==> src/rtl/adas_pkg.sv <==
// Shared constants for the longitudinal speed controller: FSM state encodings
// and the default set-speed / following-distance / actuation tuning values.
package adas_pkg;

    localparam logic [2:0] ST_ASSIST = 3'd0;
    localparam logic [2:0] ST_CRUISE = 3'd1;
    localparam logic [2:0] ST_FOLLOW = 3'd2;
    localparam logic [2:0] ST_XWALK  = 3'd3;
    localparam logic [2:0] ST_STOP   = 3'd4;
    localparam logic [2:0] ST_HOLD   = 3'd5;

    localparam int DEF_W           = 8;
    localparam int DEF_N_SENS      = 2;
    localparam int DEF_VOTE        = 2;
    localparam int DEF_SPEED_VAL   = 100;
    localparam int DEF_FOLLOW_VAL  = 50;
    localparam int DEF_XWALK_SPEED = 20;
    localparam int DEF_HYST        = 2;
    localparam int DEF_HOLD_TICKS  = 4;

endpackage

==> src/rtl/adas_sensor_fuse.sv <==
// Combinational fusion of N redundant sensor channels: majority-style votes for
// redlight/crosswalk and the nearest distance among channels flagged valid.
module adas_sensor_fuse #(
    parameter int W      = 8,
    parameter int N_SENS = 2,
    parameter int VOTE   = 2
) (
    input  logic [N_SENS-1:0]   redlight_i,
    input  logic [N_SENS-1:0]   crosswalk_i,
    input  logic [N_SENS*W-1:0] distance_i,
    input  logic [N_SENS-1:0]   dist_valid_i,
    output logic                red_vote_o,
    output logic                xwalk_vote_o,
    output logic [W-1:0]        dist_min_o
);

    localparam int CW = $clog2(N_SENS + 1);

    // Invalid channels read as all-ones so they never win the minimum and the
    // result is all-ones when no channel is valid.
    logic [W-1:0] w_dist_masked [N_SENS];

    genvar gi;
    generate
        for (gi = 0; gi < N_SENS; gi++) begin : g_ch
            assign w_dist_masked[gi] = dist_valid_i[gi] ? distance_i[gi*W +: W] : '1;
        end
    endgenerate

    logic [CW-1:0] w_red_cnt;
    logic [CW-1:0] w_xw_cnt;
    logic [W-1:0]  w_min;

    always_comb begin
        w_red_cnt = '0;
        w_xw_cnt  = '0;
        w_min     = '1;
        for (int k = 0; k < N_SENS; k++) begin
            w_red_cnt = w_red_cnt + CW'(redlight_i[k]);
            w_xw_cnt  = w_xw_cnt + CW'(crosswalk_i[k]);
            if (w_dist_masked[k] < w_min) begin
                w_min = w_dist_masked[k];
            end
        end
    end

    assign red_vote_o   = (w_red_cnt >= CW'(VOTE));
    assign xwalk_vote_o = (w_xw_cnt >= CW'(VOTE));
    assign dist_min_o   = w_min;

endmodule

==> src/rtl/adas_speed_ctrl.sv <==
// Tick-gated longitudinal controller: picks a target speed from fused sensor
// votes and following distance, then drives gas/brake with a hysteresis band.
module adas_speed_ctrl
    import adas_pkg::*;
#(
    parameter int W           = DEF_W,
    parameter int N_SENS      = DEF_N_SENS,
    parameter int VOTE        = DEF_VOTE,
    parameter int DEF_SPEED   = DEF_SPEED_VAL,
    parameter int DEF_FOLLOW  = DEF_FOLLOW_VAL,
    parameter int XWALK_SPEED = DEF_XWALK_SPEED,
    parameter int HYST        = DEF_HYST,
    parameter int HOLD_TICKS  = DEF_HOLD_TICKS
) (
    input  logic                clk,
    input  logic                rst,
    input  logic                tick_i,
    input  logic                mode_i,
    input  logic [N_SENS-1:0]   redlight_i,
    input  logic [N_SENS-1:0]   crosswalk_i,
    input  logic [N_SENS*W-1:0] distance_i,
    input  logic [N_SENS-1:0]   dist_valid_i,
    input  logic [W-1:0]        speed_measured_i,
    input  logic [W-1:0]        speed_set_i,
    input  logic [W-1:0]        follow_dist_i,
    output logic                gas_o,
    output logic                brake_o,
    output logic [W-1:0]        target_speed_o,
    output logic [2:0]          state_o,
    output logic                redlight_o,
    output logic                crosswalk_o,
    output logic                follow_warn_o
);

    localparam int HCW = (HOLD_TICKS > 1) ? $clog2(HOLD_TICKS) : 1;

    logic         w_red_v;
    logic         w_xw_v;
    logic [W-1:0] w_dist_f;

    adas_sensor_fuse #(
        .W      (W),
        .N_SENS (N_SENS),
        .VOTE   (VOTE)
    ) u_fuse (
        .redlight_i   (redlight_i),
        .crosswalk_i  (crosswalk_i),
        .distance_i   (distance_i),
        .dist_valid_i (dist_valid_i),
        .red_vote_o   (w_red_v),
        .xwalk_vote_o (w_xw_v),
        .dist_min_o   (w_dist_f)
    );

    logic [2:0]     r_state;
    logic [HCW-1:0] r_hold_cnt;
    logic           r_gas;
    logic           r_brake;
    logic [W-1:0]   r_target;
    logic           r_red_warn;
    logic           r_xw_warn;
    logic           r_fol_warn;

    logic [W-1:0]   w_set;
    logic [W-1:0]   w_fol;
    logic           w_too_close;

    assign w_set       = (speed_set_i == '0) ? W'(DEF_SPEED) : speed_set_i;
    assign w_fol       = (follow_dist_i == '0) ? W'(DEF_FOLLOW) : follow_dist_i;
    assign w_too_close = (w_dist_f < w_fol);

    logic [2:0]     w_state_next;
    logic [HCW-1:0] w_hold_next;

    always_comb begin
        w_state_next = r_state;
        w_hold_next  = '0;
        if (!mode_i) begin
            w_state_next = ST_ASSIST;
        end else if (w_red_v) begin
            w_state_next = ST_STOP;
        end else if (r_state == ST_STOP && speed_measured_i == '0) begin
            w_state_next = ST_HOLD;
            w_hold_next  = HCW'(HOLD_TICKS - 1);
        end else if (r_state == ST_STOP) begin
            w_state_next = ST_STOP;
        end else if (r_state == ST_HOLD && r_hold_cnt != '0) begin
            w_state_next = ST_HOLD;
            w_hold_next  = r_hold_cnt - HCW'(1);
        end else if (w_xw_v) begin
            w_state_next = ST_XWALK;
        end else if (w_too_close) begin
            w_state_next = ST_FOLLOW;
        end else begin
            w_state_next = ST_CRUISE;
        end
    end

    logic [W-1:0] w_target_next;

    always_comb begin
        w_target_next = '0;
        case (w_state_next)
            ST_CRUISE: w_target_next = w_set;
            ST_XWALK:  w_target_next = (w_set < W'(XWALK_SPEED)) ? w_set : W'(XWALK_SPEED);
            ST_FOLLOW: w_target_next = (w_dist_f < (w_fol >> 1)) ? '0 : (w_set >> 1);
            default:   w_target_next = '0;
        endcase
    end

    // One extra bit keeps tgt+HYST and meas+HYST from wrapping near full scale.
    logic [W:0] w_meas_x;
    logic [W:0] w_tgt_x;
    logic [W:0] w_hyst_x;
    logic       w_gas_next;
    logic       w_brake_next;

    assign w_meas_x = {1'b0, speed_measured_i};
    assign w_tgt_x  = {1'b0, w_target_next};
    assign w_hyst_x = (W + 1)'(HYST);

    always_comb begin
        w_gas_next   = 1'b0;
        w_brake_next = 1'b0;
        if (w_state_next == ST_ASSIST) begin
            w_gas_next   = 1'b0;
            w_brake_next = 1'b0;
        end else if (w_state_next == ST_STOP || w_state_next == ST_HOLD) begin
            w_brake_next = 1'b1;
        end else if (w_meas_x > w_tgt_x + w_hyst_x) begin
            w_brake_next = 1'b1;
        end else if (w_meas_x + w_hyst_x < w_tgt_x) begin
            w_gas_next = 1'b1;
        end
    end

    always_ff @(posedge clk) begin
        if (rst) begin
            r_state    <= ST_ASSIST;
            r_hold_cnt <= '0;
            r_gas      <= 1'b0;
            r_brake    <= 1'b0;
            r_target   <= '0;
            r_red_warn <= 1'b0;
            r_xw_warn  <= 1'b0;
            r_fol_warn <= 1'b0;
        end else if (tick_i) begin
            r_state    <= w_state_next;
            r_hold_cnt <= w_hold_next;
            r_gas      <= w_gas_next;
            r_brake    <= w_brake_next;
            r_target   <= w_target_next;
            r_red_warn <= w_red_v;
            r_xw_warn  <= w_xw_v;
            r_fol_warn <= w_too_close;
        end
    end

    assign gas_o          = r_gas;
    assign brake_o        = r_brake;
    assign target_speed_o = r_target;
    assign state_o        = r_state;
    assign redlight_o     = r_red_warn;
    assign crosswalk_o    = r_xw_warn;
    assign follow_warn_o  = r_fol_warn;

endmodule

==> config.mk <==
export PLATFORM = sky130hd
export DESIGN_NAME = adas_speed_ctrl
export DESIGN_NICKNAME = d
export VERILOG_FILES = /design/src/rtl/adas_pkg.sv /design/src/rtl/adas_sensor_fuse.sv /design/src/rtl/adas_speed_ctrl.sv
export SDC_FILE = /design/constraint.sdc
export NUM_CORES = 1
export LEC_CHECK = 0
export BUFFER_PORTS_ARGS = -buffer_cell sky130_fd_sc_hd__buf_2
export CORE_UTILIZATION = 23
export CTS_CLUSTER_SIZE = 30
export DETAILED_ROUTE_END_ITERATION = 10
export PLACE_DENSITY = 0.47
export SYNTH_ARGS = -nofsm -noshare
export SYNTH_HDL_FRONTEND = slang
export SYNTH_SLANG_ARGS = --single-unit
==> constraint.sdc <==
create_clock -name clk -period 6.8 [get_ports clk]
set_input_delay 0.68 -clock clk [delete_from_list [all_inputs] [get_ports clk]]
set_output_delay 0.68 -clock clk [all_outputs]
set_load 0.02 [all_outputs]
# [Word level (Yosys, flattened, before mapping)]
# Cells that the tools add are included.
[totals] ff_bits=18 in_bits=50 output_inout_bits=16 elab_cells=65
[classes] add_sub_neg=5 order_cmp=9 n_eq_ne=7 muxes=28 reduce_logical=8
[ops] op="8-bit two-way mux" count=7
[ops] op="8-bit zero test" count=3
[ops] op="8-bit case mux with 3 select lines" count=1
[ops] op="8-bit by 2-bit adder with 9-bit output, second input constant" count=2
[ops] op="8-bit less-than comparator" count=2
[ops] op="3-bit two-way mux" count=5
[ops] op="2-bit two-way mux" count=7
[ops] op="3-bit equality test, second input constant" count=4
[ops] op="8-bit by 9-bit > comparator with 1-bit output" count=1
[ops] op="9-bit by 8-bit less-than comparator with 1-bit output" count=1
[ops] op="8-bit by 5-bit less-than comparator with 1-bit output, second input constant" count=1
[ops] op="8-bit by 7-bit less-than comparator with 1-bit output" count=1
[ops] op="8-bit less-than comparator, second input constant" count=1
[ops] op="1-bit two-way mux" count=7
[ops] op="7-bit two-way mux" count=1
[ops] op="3-bit by 2-bit equality test with 1-bit output, second input constant" count=2
[ops] op="1-bit by 1-bit adder with 2-bit output" count=2
[ops] op="2-bit greater-or-equal comparator, second input constant" count=2
[ops] op="3-bit by 1-bit equality test with 1-bit output, second input constant" count=1
[ops] op="3-bit zero test" count=1
[ops] op="1-bit logical AND" count=2
[ops] op="2-bit nonzero test" count=1
[ops] op="2-bit by 1-bit subtractor with 2-bit output, second input constant" count=1
[ops] op="1-bit logical OR" count=1

# [Longest topological paths before layout]
# Gate-level depths: netlist (run 1).
[logic_depth] word_depth=20 ltp_mapped=30

# [Cells and area by module]
# A second synthesis (run 1) with hierarchy kept.
[hier_totals] hier_cells=301 area_unflattened_um2=2434.8
[by_module_without_submodules] mod="adas_speed_ctrl" instances=1 cells_per_inst=250 area_per_inst_um2=1988.2 seq_area_each_um2=360.3
[by_module_without_submodules] mod="adas_sensor_fuse" instances=1 cells_per_inst=51 area_per_inst_um2=446.7 seq_area_each_um2=0.0

# [Worst setup path after synthesis (run 1)]
# No wires, ideal clock.
[synth_timing] path_type="input-to-reg" start="in distance_i[7]" end="reg r_brake, in the netlist brake_o" setup_time_ns=0.122 t_arrival_ns=6.108 slack_ns=0.571 cell_stages=27 path_cell_list="and2b_1 > ha_1 > and3_4 > a221o_1 > or3_4 > and2_2 > ha_1 > and2_1 > a221oi_2 > nand3_1 > o21ai_0 > nor2_2 > and2_1 > a221oi_2 > inv_1 > ha_1 > inv_1 > ha_1 > o21a_1 > o21a_1 > o21a_1 > o21a_1 > o21a_1 > o21a_1 > o22ai_1 > a31oi_1 > a221o_1"
[synth_between] elab_chain_cells=20 elab_cells_between_ends=28 cone_classes="1 x add/sub; 5 x order compare; 5 x eq/ne; 15 x mux; 2 x reduce/logical"
[synth_rtl] item="start: declaration" line="adas_speed_ctrl.sv:21" rtl="input logic [N_SENS*W-1:0] distance_i,"
[synth_rtl] item="8-bit two-way mux (*)" line="adas_sensor_fuse.sv:26" rtl="assign w_dist_masked[gi] = dist_valid_i[gi] ? distance_i[gi*W +: W] : '1;"
[synth_rtl] item="8-bit less-than comparator" line="adas_sensor_fuse.sv:41" rtl="if (w_dist_masked[k] < w_min) begin"
[synth_rtl] item="8-bit two-way mux (*)" line="adas_sensor_fuse.sv:41"
[synth_rtl] item="8-bit less-than comparator" line="adas_sensor_fuse.sv:41"
[synth_rtl] item="8-bit two-way mux (*)" line="adas_sensor_fuse.sv:41"
[synth_rtl] item="8-bit less-than comparator" line="adas_speed_ctrl.sv:70" rtl="assign w_too_close = (w_dist_f < w_fol);"
[synth_rtl] item="2-bit two-way mux" line="adas_speed_ctrl.sv:92" rtl="end else if (w_too_close) begin"
[synth_rtl] item="2-bit two-way mux" line="adas_speed_ctrl.sv:90" rtl="end else if (w_xw_v) begin"
[synth_rtl] item="[... 5 more ...]"
[synth_rtl] item="3-bit by 2-bit equality test with 1-bit output / 3-bit by 1-bit equality test with 1-bit output (equally long branches)" line="adas_speed_ctrl.sv:103" rtl="case (w_state_next)"
[synth_rtl] item="8-bit case mux with 3 select lines (*)" line="adas_speed_ctrl.sv:103"
[synth_rtl] item="via w_target_next[2]" line="adas_speed_ctrl.sv:99" rtl="logic [W-1:0] w_target_next;"
[synth_rtl] item="8-bit by 2-bit adder with 9-bit output (*)" line="adas_speed_ctrl.sv:130" rtl="end else if (w_meas_x > w_tgt_x + w_hyst_x) begin"
[synth_rtl] item="8-bit by 9-bit > comparator with 1-bit output (*)" line="adas_speed_ctrl.sv:130"
[synth_rtl] item="1-bit two-way mux (*)" line="adas_speed_ctrl.sv:130"
[synth_rtl] item="1-bit two-way mux (*)" line="adas_speed_ctrl.sv:128" rtl="end else if (w_state_next == ST_STOP || w_state_next == ST_HOLD) begin"
[synth_rtl] item="1-bit two-way mux (*)" line="adas_speed_ctrl.sv:125" rtl="if (w_state_next == ST_ASSIST) begin"
[synth_rtl] item="end signal: assignment" line="adas_speed_ctrl.sv:151" rtl="r_brake <= w_brake_next;"
[synth_rtl] item="end: declaration" line="adas_speed_ctrl.sv:58" rtl="logic r_brake;"
# The timed path passes the listed nets; every way through them passes the cells marked *.
# A chain may end at the register's enable or synchronous reset.

# [Worst setup path after layout (run 1)]
[layout_timing] start="in dist_valid_i[0]" end="reg r_brake, in the netlist brake_o"
[layout_between] elab_chain_cells=20 elab_cells_between_ends=28 cone_classes="1 x add/sub; 5 x order compare; 5 x eq/ne; 15 x mux; 2 x reduce/logical"
[layout_rtl] item="start: declaration" line="adas_speed_ctrl.sv:22" rtl="input logic [N_SENS-1:0] dist_valid_i,"
[layout_rtl] item="8-bit two-way mux (*)" line="adas_sensor_fuse.sv:26"
[layout_rtl] item="8-bit less-than comparator" line="adas_sensor_fuse.sv:41"
[layout_rtl] item="8-bit two-way mux (*)" line="adas_sensor_fuse.sv:41"
[layout_rtl] item="8-bit less-than comparator" line="adas_sensor_fuse.sv:41"
[layout_rtl] item="8-bit two-way mux (*)" line="adas_sensor_fuse.sv:41"
[layout_rtl] item="8-bit less-than comparator" line="adas_speed_ctrl.sv:70"
[layout_rtl] item="2-bit two-way mux" line="adas_speed_ctrl.sv:92"
[layout_rtl] item="2-bit two-way mux" line="adas_speed_ctrl.sv:90"
[layout_rtl] item="[... 5 more ...]"
[layout_rtl] item="3-bit by 2-bit equality test with 1-bit output / 3-bit by 1-bit equality test with 1-bit output (equally long branches)" line="adas_speed_ctrl.sv:103"
[layout_rtl] item="8-bit case mux with 3 select lines (*)" line="adas_speed_ctrl.sv:103"
[layout_rtl] item="via w_target_next[2]" line="adas_speed_ctrl.sv:99"
[layout_rtl] item="8-bit by 2-bit adder with 9-bit output (*)" line="adas_speed_ctrl.sv:130"
[layout_rtl] item="8-bit by 9-bit > comparator with 1-bit output (*)" line="adas_speed_ctrl.sv:130"
[layout_rtl] item="1-bit two-way mux (*)" line="adas_speed_ctrl.sv:130"
[layout_rtl] item="1-bit two-way mux (*)" line="adas_speed_ctrl.sv:128"
[layout_rtl] item="1-bit two-way mux (*)" line="adas_speed_ctrl.sv:125"
# Marks and branches as above.

==> results of run 1 <==
[synthesized netlist by cell type, types with 3 or more instances]
master,n
a31oi_1,3
nand3_1,11
ha_1,38
or2_2,3
inv_1,17
a221oi_2,3
nand2b_1,13
o21ai_0,12
a211oi_1,9
and2_1,7
nand4_1,4
and2b_1,3
dfxtp_1,18
a21o_1,6
nor2_1,34
nor4_1,4
clkbuf_1,4
xor2_1,4
mux2i_1,5
nor2b_1,9
xnor2_1,6
nand2_1,21
a21oi_1,24
o21a_1,8
[kinds of logic after synthesis]
kind of cell	count (synthesis)	share of synthesized area [%]
mux	5	2.101
xor+xnor	10	3.676
fa+ha+maj	38	19.96
compound gates	85	27.26
flops	18	15.13
buf+inv	23	4.254
simple gates	125	27.63
[layout by cell type, fill, tap and decap left out, types with 3 or more instances in the layout]
master,count
and2b_1,3
a31oi_1,3
nor2_1,34
o21a_1,8
xor2_1,4
nor4_1,4
inv_1,17
a21o_1,6
nand2b_1,13
or2_2,3
dfxtp_1,18
nand3_1,11
a211oi_1,9
nand2_1,21
clkbuf_8,4
mux2i_1,5
and2_1,7
xnor2_1,6
buf_4,4
ha_1,38
o21ai_0,12
buf_2,65
a221oi_2,3
nor2b_1,9
nand4_1,4
a21oi_1,24
[per-layer routing]
metal | vias to the layer above | track usage (%) | wire length [um] | part of all wire, %
met5 | - | 0 | 0 | 0
met4 | 0 | 1.327 | 20 | 0.31
met3 | 2 | 0.8811 | 131 | 2.0
met2 | 34 | 21.43 | 3039 | 47
met1 | 1137 | 17.09 | 3321 | 51
li1 | 1243 | - | - | -
[final cells by class]
class | count | area, um2 | area share, %
Sequential cell | 18 | 360.3 | 12.33
Timing Repair Buffer | 69 | 355.3 | 12.16
Multi-Input combinational cell | 263 | 1921 | 65.74
Inverter | 17 | 63.81 | 2.184
Clock buffer | 4 | 55.05 | 1.884
Tap cell | 133 | 166.4 | 5.696
[power by group through the flow]
stage	Clock (uW)	Combinational [uW]	Sequential (uW)
finish	87.4	205	115
floorplan	0	136	124
global route	96.7	233	115
global placement	0	204	117
CTS	89.2	207	115
detailed placement	0	206	117
[per-stage QoR]
step	setup slack [ns]	std cells
floorplan	0.5705	304
global placement	0.1991	500
detailed placement	0.1702	500
CTS	0.4202	504
global route	0.01188	504
finish	0.4522	504
[critical path, stage by stage]
cell	delay, ns
buf_2	0.14
and2b_1	0.18
ha_1	0.35
and3_4	0.22
a221o_1	0.35
or3_4	0.41
and2_2	0.18
ha_1	0.33
and2_1	0.18
a221oi_2	0.33
nand3_1	0.18
o21ai_0	0.23
nor2_2	0.12
and2_1	0.20
a221oi_2	0.27
inv_1	0.07
ha_1	0.27
inv_1	0.04
ha_1	0.28
o21a_1	0.12
o21a_1	0.17
o21a_1	0.17
o21a_1	0.16
o21a_1	0.16
o21a_1	0.16
o22ai_1	0.15
a31oi_1	0.08
a221o_1	0.32
[flip-flops by register name, indices dropped and copies added, names as in the netlist]
name            flops
target_speed_o      8
redlight_o          1
follow_warn_o       1
crosswalk_o         1
state_o             3
gas_o               1
brake_o             1
r_hold_cnt          2
[path summary, 6_finish.rpt]
| kind | slack, ns | end | depth (start not counted) | startpoint |
|---|---|---|---|---|
| max | 0.45 | brake_o | 28 | dist_valid_i[0] |
| min | 0.45 | gas_o | 2 | gas_o |
| max reg2reg | 2.68 | brake_o | 21 | r_hold_cnt[0] |
| min reg2reg | 0.45 | gas_o | 2 | gas_o |
==> flow_metrics.py, run 1 <==
metrics = {
    "clock_tree": {
        "cts_tree": "done",
        "cts.clk_slew.worst_paths_ns": 0.07,
        "ctsHtreeMaxLevel": 1,
        "post_cts_buffers": 0,
        "root_buffer": "clkbuf_8",
        "cts_resized": 0,
        "hold_buffers": 0,
        "clock_path_buffers": 2,
        "cts_buffers": 3,
        "cts.sinks": 18,
        "insertion_delay_ns": 0.25,
    },
    "detailed_routing": {
        "drc": 0,
        "avgViaCountPerCell": 4.794,
        "drt_iter0_markers": 132,
        "wl_per_cell_um": 12.92,
        "antenna_left": 0,
        "wirelength_um": 6512,
        "vias": 2416,
        "drt-pass1-iter-count": 4,
    },
    "yosys": {
        "ys_async_sr_fraction_pct": 0,
        "ys.flop_type": "dfxtp_1",
        "synth-warning-count": 0,
        "synth_cell_types": 52,
        "synth_area_leader_cell": "ha_1",
        "synthTopCellsByArea": "ha_1, dfxtp_1, nor2_1",
        "synthCells": 304,
        "yosysTopAreaCellShare_pct": 19.96,
        "syn_area_per_cell_um2": 7.836,
        "synth_nets": 392,
        "syn_area_um2": 2382,
        "synth_seq_cells": 18,
        "synth.yosys.seq_area_share_pct": 15.13,
        "synth_edf_count": 0,
    },
    "timing": {
        "slew_headroom_pct": 56.10,
        "maxSlewViolCount": 0,
        "grt_setup_unrepaired": "false",
        "hold_viol_final": 0,
        "max_freq_ghz": 0.1575,
        "finClkSkew_ns": 0.001886,
        "min_period_over_period_pct": 93.35,
        "tns_ns": 0,
        "setup_viol": 0,
        "hold_slack_ns": 0.4541,
        "tightest_slew_ns": 0.6585,
        "period_minus_slack_ns": 6.348,
    },
    "power_and_ir_drop": {
        "p_int_uw": 250.8,
        "p_per_area_nw_per_um2": 139.5,
        "switchingPower_uw": 156.9,
        "irDropWorstVdd_mv": 0.06095,
        "leakagePower_uw": 0.001303,
        "seqPwrFrac_pct": 28.2,
        "power_frac_comb_pct": 50.4,
        "p_clk_share_pct": 21.4,
        "p_total_uw": 407.7,
        "switching_share_pct": 38.48,
    },
    "layout": {
        "diodes": 0,
        "fill_cells": 1099,
        "drive_above_1_share_pct": 25.07,
        "postLayoutCellArea_um2": 2922,
        "layout.nets": 460,
        "area.growth.synth_to_final_pct": 22.64,
        "fin_util_pct": 29.48,
    },
    "critical_path": {
        "critPathLaunchType": "primary input",
        "critical_path_class": "in2reg",
        "path_max_fanout": 8,
        "arrival_ns": 6.49,
        "endpoint_kind": "flip-flop",
        "required_ns": 6.94,
    },
    "die": {
        "io_pins": 66,
        "dieArea_um2": 10770,
        "die_h_um": 103.8,
        "core_area_um2": 9910,
        "rows": 36,
        "initial_core_util_pct": 24.04,
        "die_x_um": 103.8,
    },
    "status": {
        "status": "finished, final reports clean",
    },
    "global_routing": {
        "antenna_found_initial": 0,
        "grt_max_degree": 30,
        "grt_usage_pct": 12.32,
        "grt_pass1_vias": 2363,
        "overflow": 0,
        "grt_pass1_wl_um": 11240,
    },
    "place": {
        "dp_hpwl_um": 5592,
        "place_congestion": 0.7892,
        "numPortBuffers": 65,
        "placed_cell_area_um2": 2867,
    },
    "run": {
        "max_cap_viol_count": 0,
    },
    "hold_path": {
        "hp-class": "reg2reg",
    },
}
Note: power is estimated with default switching activity, not from simulation.
==> inputs of run 2 (changes only) <==
Settings changed: CORE_MARGIN set to 10, CTS_BUF_LIST set to sky130_fd_sc_hd__clkbuf_4 sky130_fd_sc_hd__clkbuf_8, GPL_TIMING_DRIVEN set to 0.
==> run 2 against run 1 <==
Effect of this change:
- flip-flop and latch count did not move
- critical path depth did not move
- sequential power barely moved
- setup slack got worse by 0.050 ns
- clock power fell by 15%
- non-clock buffer count rose by 4
- routed wire length rose by 13%
- design area rose by 3.0%
- utilization rose by 0.075 points
- maximum frequency fell by 0.77%
- hold slack barely moved
==> flow_metrics.py, run 2 (synthesis gave the netlist of run 1 again) <==
metrics = {
    "layout": {
        "layout_commonest_cell": "buf_2",
        "diodes": 0,
        "area.growth.synth_to_final_pct": 26.37,
        "drive_above_1_share_pct": 27.01,
        "layout.nets": 464,
        "layout_common_cells": "buf_2, ha_1, nor2_1, a21oi_1, nand2_1",
        "fill_cells": 1147,
        "largest_reg_flops": 8,
    },
    "die": {
        "rows": 37,
        "core_area_um2": 10180,
        "io_pins": 66,
        "die_h_um": 121.8,
        "initial_core_util_pct": 23.39,
        "dieArea_um2": 14830,
        "die_x_um": 121.8,
    },
    "power_and_ir_drop": {
        "leakagePower_uw": 0.001318,
        "irDropWorstVdd_mv": 0.05459,
        "switchingPower_uw": 162.9,
        "p_per_area_nw_per_um2": 135.3,
        "p_total_uw": 407.2,
        "power_frac_comb_pct": 53.5,
        "switching_share_pct": 40.00,
        "seqPwrFrac_pct": 28.2,
        "p_clk_share_pct": 18.3,
        "p_int_uw": 244.3,
    },
    "clock_tree": {
        "cts_tree": "done",
        "cts.clk_slew.worst_paths_ns": 0.06,
        "clock_path_buffers": 2,
        "insertion_delay_ns": 0.26,
        "ctsHtreeMaxLevel": 1,
        "root_buffer": "clkbuf_8",
        "hold_buffers": 0,
        "cts.sinks": 18,
        "cts_buffers": 3,
    },
    "global_routing": {
        "grt_pass1_vias": 2584,
        "grt_max_degree": 11,
        "antenna_found_initial": 0,
        "grt_usage_pct": 9.923,
        "overflow": 0,
        "grt_pass1_wl_um": 12250,
    },
    "timing": {
        "max_freq_ghz": 0.1563,
        "worst_slack_ns": 0.4026,
        "min_period_over_period_pct": 94.08,
        "tightest_slew_ns": 0.6618,
        "maxSlewViolCount": 0,
        "period_minus_slack_ns": 6.397,
        "setup_viol": 0,
        "slew_headroom_pct": 55.88,
        "finClkSkew_ns": 0.005222,
        "hold_viol_final": 0,
        "grt_setup_unrepaired": "false",
        "tns_ns": 0,
    },
    "critical_path": {
        "r2r_cells": 21,
        "crit_path_start": "dist_valid_i[0]",
        "rr_startpoint": "r_hold_cnt[0]",
        "critPathLaunchType": "primary input",
        "endpoint_kind": "flip-flop",
        "r2r_end": "brake_o",
        "rrSetupSlack_ns": 2.63,
        "path_max_fanout": 8,
        "critical_path_class": "in2reg",
        "arrival_ns": 6.54,
        "required_ns": 6.94,
        "critPathCapture": "brake_o",
    },
    "place": {
        "dp_hpwl_um": 6249,
        "numPortBuffers": 64,
        "place_congestion": 0.8117,
        "dpl_worst_slack_ns": -0.3043,
    },
    "detailed_routing": {
        "drc": 0,
        "vias": 2384,
        "antenna_left": 0,
        "wl_per_cell_um": 14.45,
        "drt_iter0_markers": 80,
        "avgViaCountPerCell": 4.675,
        "drt-pass1-iter-count": 4,
        "wirelength_um": 7372,
    },
    "hold_path": {
        "hp-class": "reg2reg",
    },
    "run": {
        "max_cap_viol_count": 0,
    },
    "status": {
        "status": "finished, final reports clean",
    },
}
-- run 2: how the worst min path moves through the flow --
| stage | from | slack, ns | to | depth (start not counted) |
|---|---|---|---|---|
| after CTS | gas_o | 0.46 | gas_o | 2 |
| after floorplan | r_hold_cnt[1] | 0.45 | r_hold_cnt[1] | 2 |
| after detailed placement | gas_o | 0.45 | gas_o | 2 |
| after global routing | gas_o | 0.49 | gas_o | 2 |
| final | gas_o | 0.45 | gas_o | 2 |
| after global placement | gas_o | 0.44 | gas_o | 2 |
-- run 2: layout make-up --
type	count	area [um2]	share of cell area, %
inverters	17	63.81	2.120
plain buffers	6	38.79	1.288
repair buffers	67	342.8	11.39
flip-flops and latches	18	360.3	11.97
multi-input cells	263	1993	66.21
well taps	136	170.2	5.653
clock buffers	3	41.29	1.372
-- run 2: timing repair --
action                                 4_1_cts  5_1_grt
setup buffers                                0        3
gates resized for setup                      1       16
endpoints found under the hold margin        0        0
pin swaps                                    1        5
setup endpoints to repair                    1        2
-- run 2: power by group through the flow --
stage               sequential, uW  combinational [uW]  clock (uW)
finish                         115                 218        74.7
floorplan                      124                 136           0
detailed placement             117                 204           0
CTS                            115                 207        77.5
global placement               117                 201           0
global route                   115                 248        82.3
-- run 2: stage by stage --
step / cell area, um2 / hold WS (ns) / utilization (%) / cells
2_1_floorplan: 2382 / 0.4453 / - / 304
3_3_place_gp: 2873 / 0.4379 / 28.21 / 504
3_5_place_dp: 2873 / 0.4499 / 28.21 / 504
4_1_cts: 2925 / 0.4597 / 28.72 / 507
5_1_grt: 3010 / 0.4876 / 29.56 / 510
6_report: 3010 / 0.4540 / 29.56 / 510
-- run 2: per-layer routing --
| metal | track usage, % | up-vias | routed length (um) | part of all wire (%) |
|---|---|---|---|---|
| li1 | - | 1247 | - | - |
| met3 | 1.619 | 5 | 226 | 3.1 |
| met2 | 17.66 | 36 | 3648 | 49 |
| met5 | 0 | - | 0 | 0 |
| met4 | 1.341 | 0 | 31 | 0.42 |
| met1 | 12.48 | 1096 | 3464 | 47 |
-- run 2: worst max-delay path, cell delays in order --
cell,delay [ns]
buf_2,0.14
nor2b_2,0.24
ha_1,0.28
and3_4,0.17
a221o_1,0.37
or3_4,0.41
and2_2,0.18
ha_1,0.35
and2_1,0.21
a221oi_4,0.29
nand3_2,0.16
a211oi_4,0.27
nor2_4,0.10
and2_1,0.21
a221oi_4,0.29
inv_1,0.08
ha_1,0.28
inv_1,0.04
ha_1,0.28
o21a_1,0.11
o21a_1,0.17
o21a_1,0.16
o21a_1,0.16
o21a_1,0.16
o21a_1,0.16
o22ai_1,0.16
a31oi_1,0.10
a221o_1,0.33
==> inputs of run 3 (changes only) <==
Settings changed: CORE_ASPECT_RATIO set to 0.8.
==> run 3 against run 2 <==
Effect of this change:
- global-route usage fell by 0.69 points
- combinational power barely moved
- hold slack worse by 0.011 ns
- flip-flop and latch count stayed put
- clock-buffer cell count is the same
- first-iteration DRC count rose by 48%
- design area fell by 0.33%
- clock skew down 0.0012 ns
- critical path type unchanged
- largest cell class unchanged
==> flow_metrics.py, run 3 (synthesis gave the netlist of run 1 again) <==
metrics = {
    "power_and_ir_drop": {
        "p_total_uw": 405.8,
        "irDropWorstVdd_mv": 0.06785,
        "p_per_area_nw_per_um2": 135.2,
        "leakagePower_uw": 0.001321,
    },
    "critical_path": {
        "cp_common_cell": "o21a_1",
        "critical_path_class": "in2reg",
        "rr_startpoint": "r_hold_cnt[0]",
        "endpoint_kind": "flip-flop",
        "arrival_ns": 6.57,
        "cp_slowest_cell": "or3_4",
        "critical_path.max_stage_delay_ns": 0.41,
        "critPathLaunchType": "primary input",
        "required_ns": 6.95,
        "path_max_fanout": 8,
        "crit_path_start": "dist_valid_i[0]",
    },
    "detailed_routing": {
        "vias": 2425,
        "dr_wl_met2_um": 3350,
        "antenna_left": 0,
        "met1Wirelength_um": 3577,
        "wirelength_um": 7319,
        "avgViaCountPerCell": 4.700,
        "highest_layer": "met4",
        "wl_met3_um": 370,
        "drt-pass1-iter-count": 4,
        "drt_iter0_markers": 118,
        "drc": 0,
        "wl_per_cell_um": 14.18,
    },
    "clock_tree": {
        "cts_buffers": 3,
        "cts.sinks": 18,
        "ctsHtreeMaxLevel": 1,
        "clock_path_buffers": 2,
        "insertion_delay_ns": 0.25,
        "cts.clk_slew.worst_paths_ns": 0.07,
        "cts_tree": "done",
        "root_buffer": "clkbuf_8",
    },
    "layout": {
        "layout.nets": 465,
        "layout_common_cells": "buf_2, ha_1, nor2_1, a21oi_1, nand2_1",
        "multi_input_area_um2": 1968,
        "drive_above_1_share_pct": 26.67,
        "layout_commonest_cell": "buf_2",
        "area.growth.synth_to_final_pct": 25.95,
        "fin_util_pct": 29.42,
        "largest_reg_flops": 8,
        "fill_cells": 1139,
        "postLayoutCellArea_um2": 3000,
        "ff_latch_area_um2": 360.3,
    },
    "hold_path": {
        "hp-class": "reg2reg",
        "hp-start": "gas_o",
    },
    "timing": {
        "maxSlewViolCount": 0,
        "max_freq_ghz": 0.1556,
        "tns_ns": 0,
        "tightest_slew_ns": 0.6733,
        "slew_headroom_pct": 55.12,
        "period_minus_slack_ns": 6.427,
        "worst_slack_ns": 0.3730,
        "finClkSkew_ns": 0.004050,
        "setup_viol": 0,
        "grt_setup_unrepaired": "false",
        "min_period_over_period_pct": 94.51,
        "hold_viol_final": 0,
    },
    "status": {
        "status": "finished, final reports clean",
    },
    "global_routing": {
        "grt_usage_pct": 9.234,
        "grt_pass1_vias": 2400,
        "antenna_found_initial": 0,
        "overflow": 0,
        "grt_pass1_wl_um": 11660,
        "grt_max_degree": 11,
    },
    "die": {
        "initial_core_util_pct": 23.36,
        "rows": 33,
        "die_x_um": 133.8,
        "dieArea_um2": 14850,
        "io_pins": 66,
        "die_h_um": 111.0,
        "core_area_um2": 10200,
    },
    "place": {
        "placed_cell_area_um2": 2878,
        "dp_hpwl_um": 6272,
        "place_congestion": 0.7654,
        "numPortBuffers": 64,
        "dpl_worst_slack_ns": -0.2746,
    },
    "run": {
        "max_cap_viol_count": 0,
    },
}
[run 3: what timing repair did]
item,in CTS,in global routing
endpoints found under the setup margin,1,2
pin swaps,1,3
endpoints found under the hold margin,0,0
setup buffers,0,4
cloned,0,0
hold buffers,0,0
resized for setup,1,11
[run 3: metal layers]
metal,up-vias,GRT usage [%]
met5,-,0
met4,0,1.086
met3,2,2.083
met2,52,15.01
met1,1105,12.44
li1,1266,-
[run 3: area by class of cell]
class	instances	area share [%]
diodes	1	0.08340
plain buffers	6	1.293
clock buffers	3	1.376
inverters	17	2.127
multi-input cells	263	65.60
flip-flops and latches	18	12.01
well taps	140	5.838
repair buffers	68	11.68
[run 3: path summary, 6_finish.rpt]
path             end  slack, ns  cells after the start
max          brake_o       0.37                     28
min            gas_o       0.44                      2
max reg2reg  brake_o       2.65                     21
min reg2reg    gas_o       0.44                      2
[run 3: critical path, delay by kind of cell]
family,cells,cell delay (ns)
adders and majority gates,4,1.15
AOI/OAI and AO/OA,14,2.97
buffers and inverters,3,0.30
and+or+nand+nor,7,1.47
[run 3: per-stage QoR]
step                      hold WS (ns)  cells
after detailed placement        0.4370    508
after CTS                       0.4468    511
after global placement          0.4356    508
after floorplan                 0.4453    304
after global routing            0.4672    515
final                           0.4426    516
[run 3: where the power goes]
part	switching (uW)	internal, uW
sequential	3.60	111
combinational	123	93.1
clock	35.2	39.4
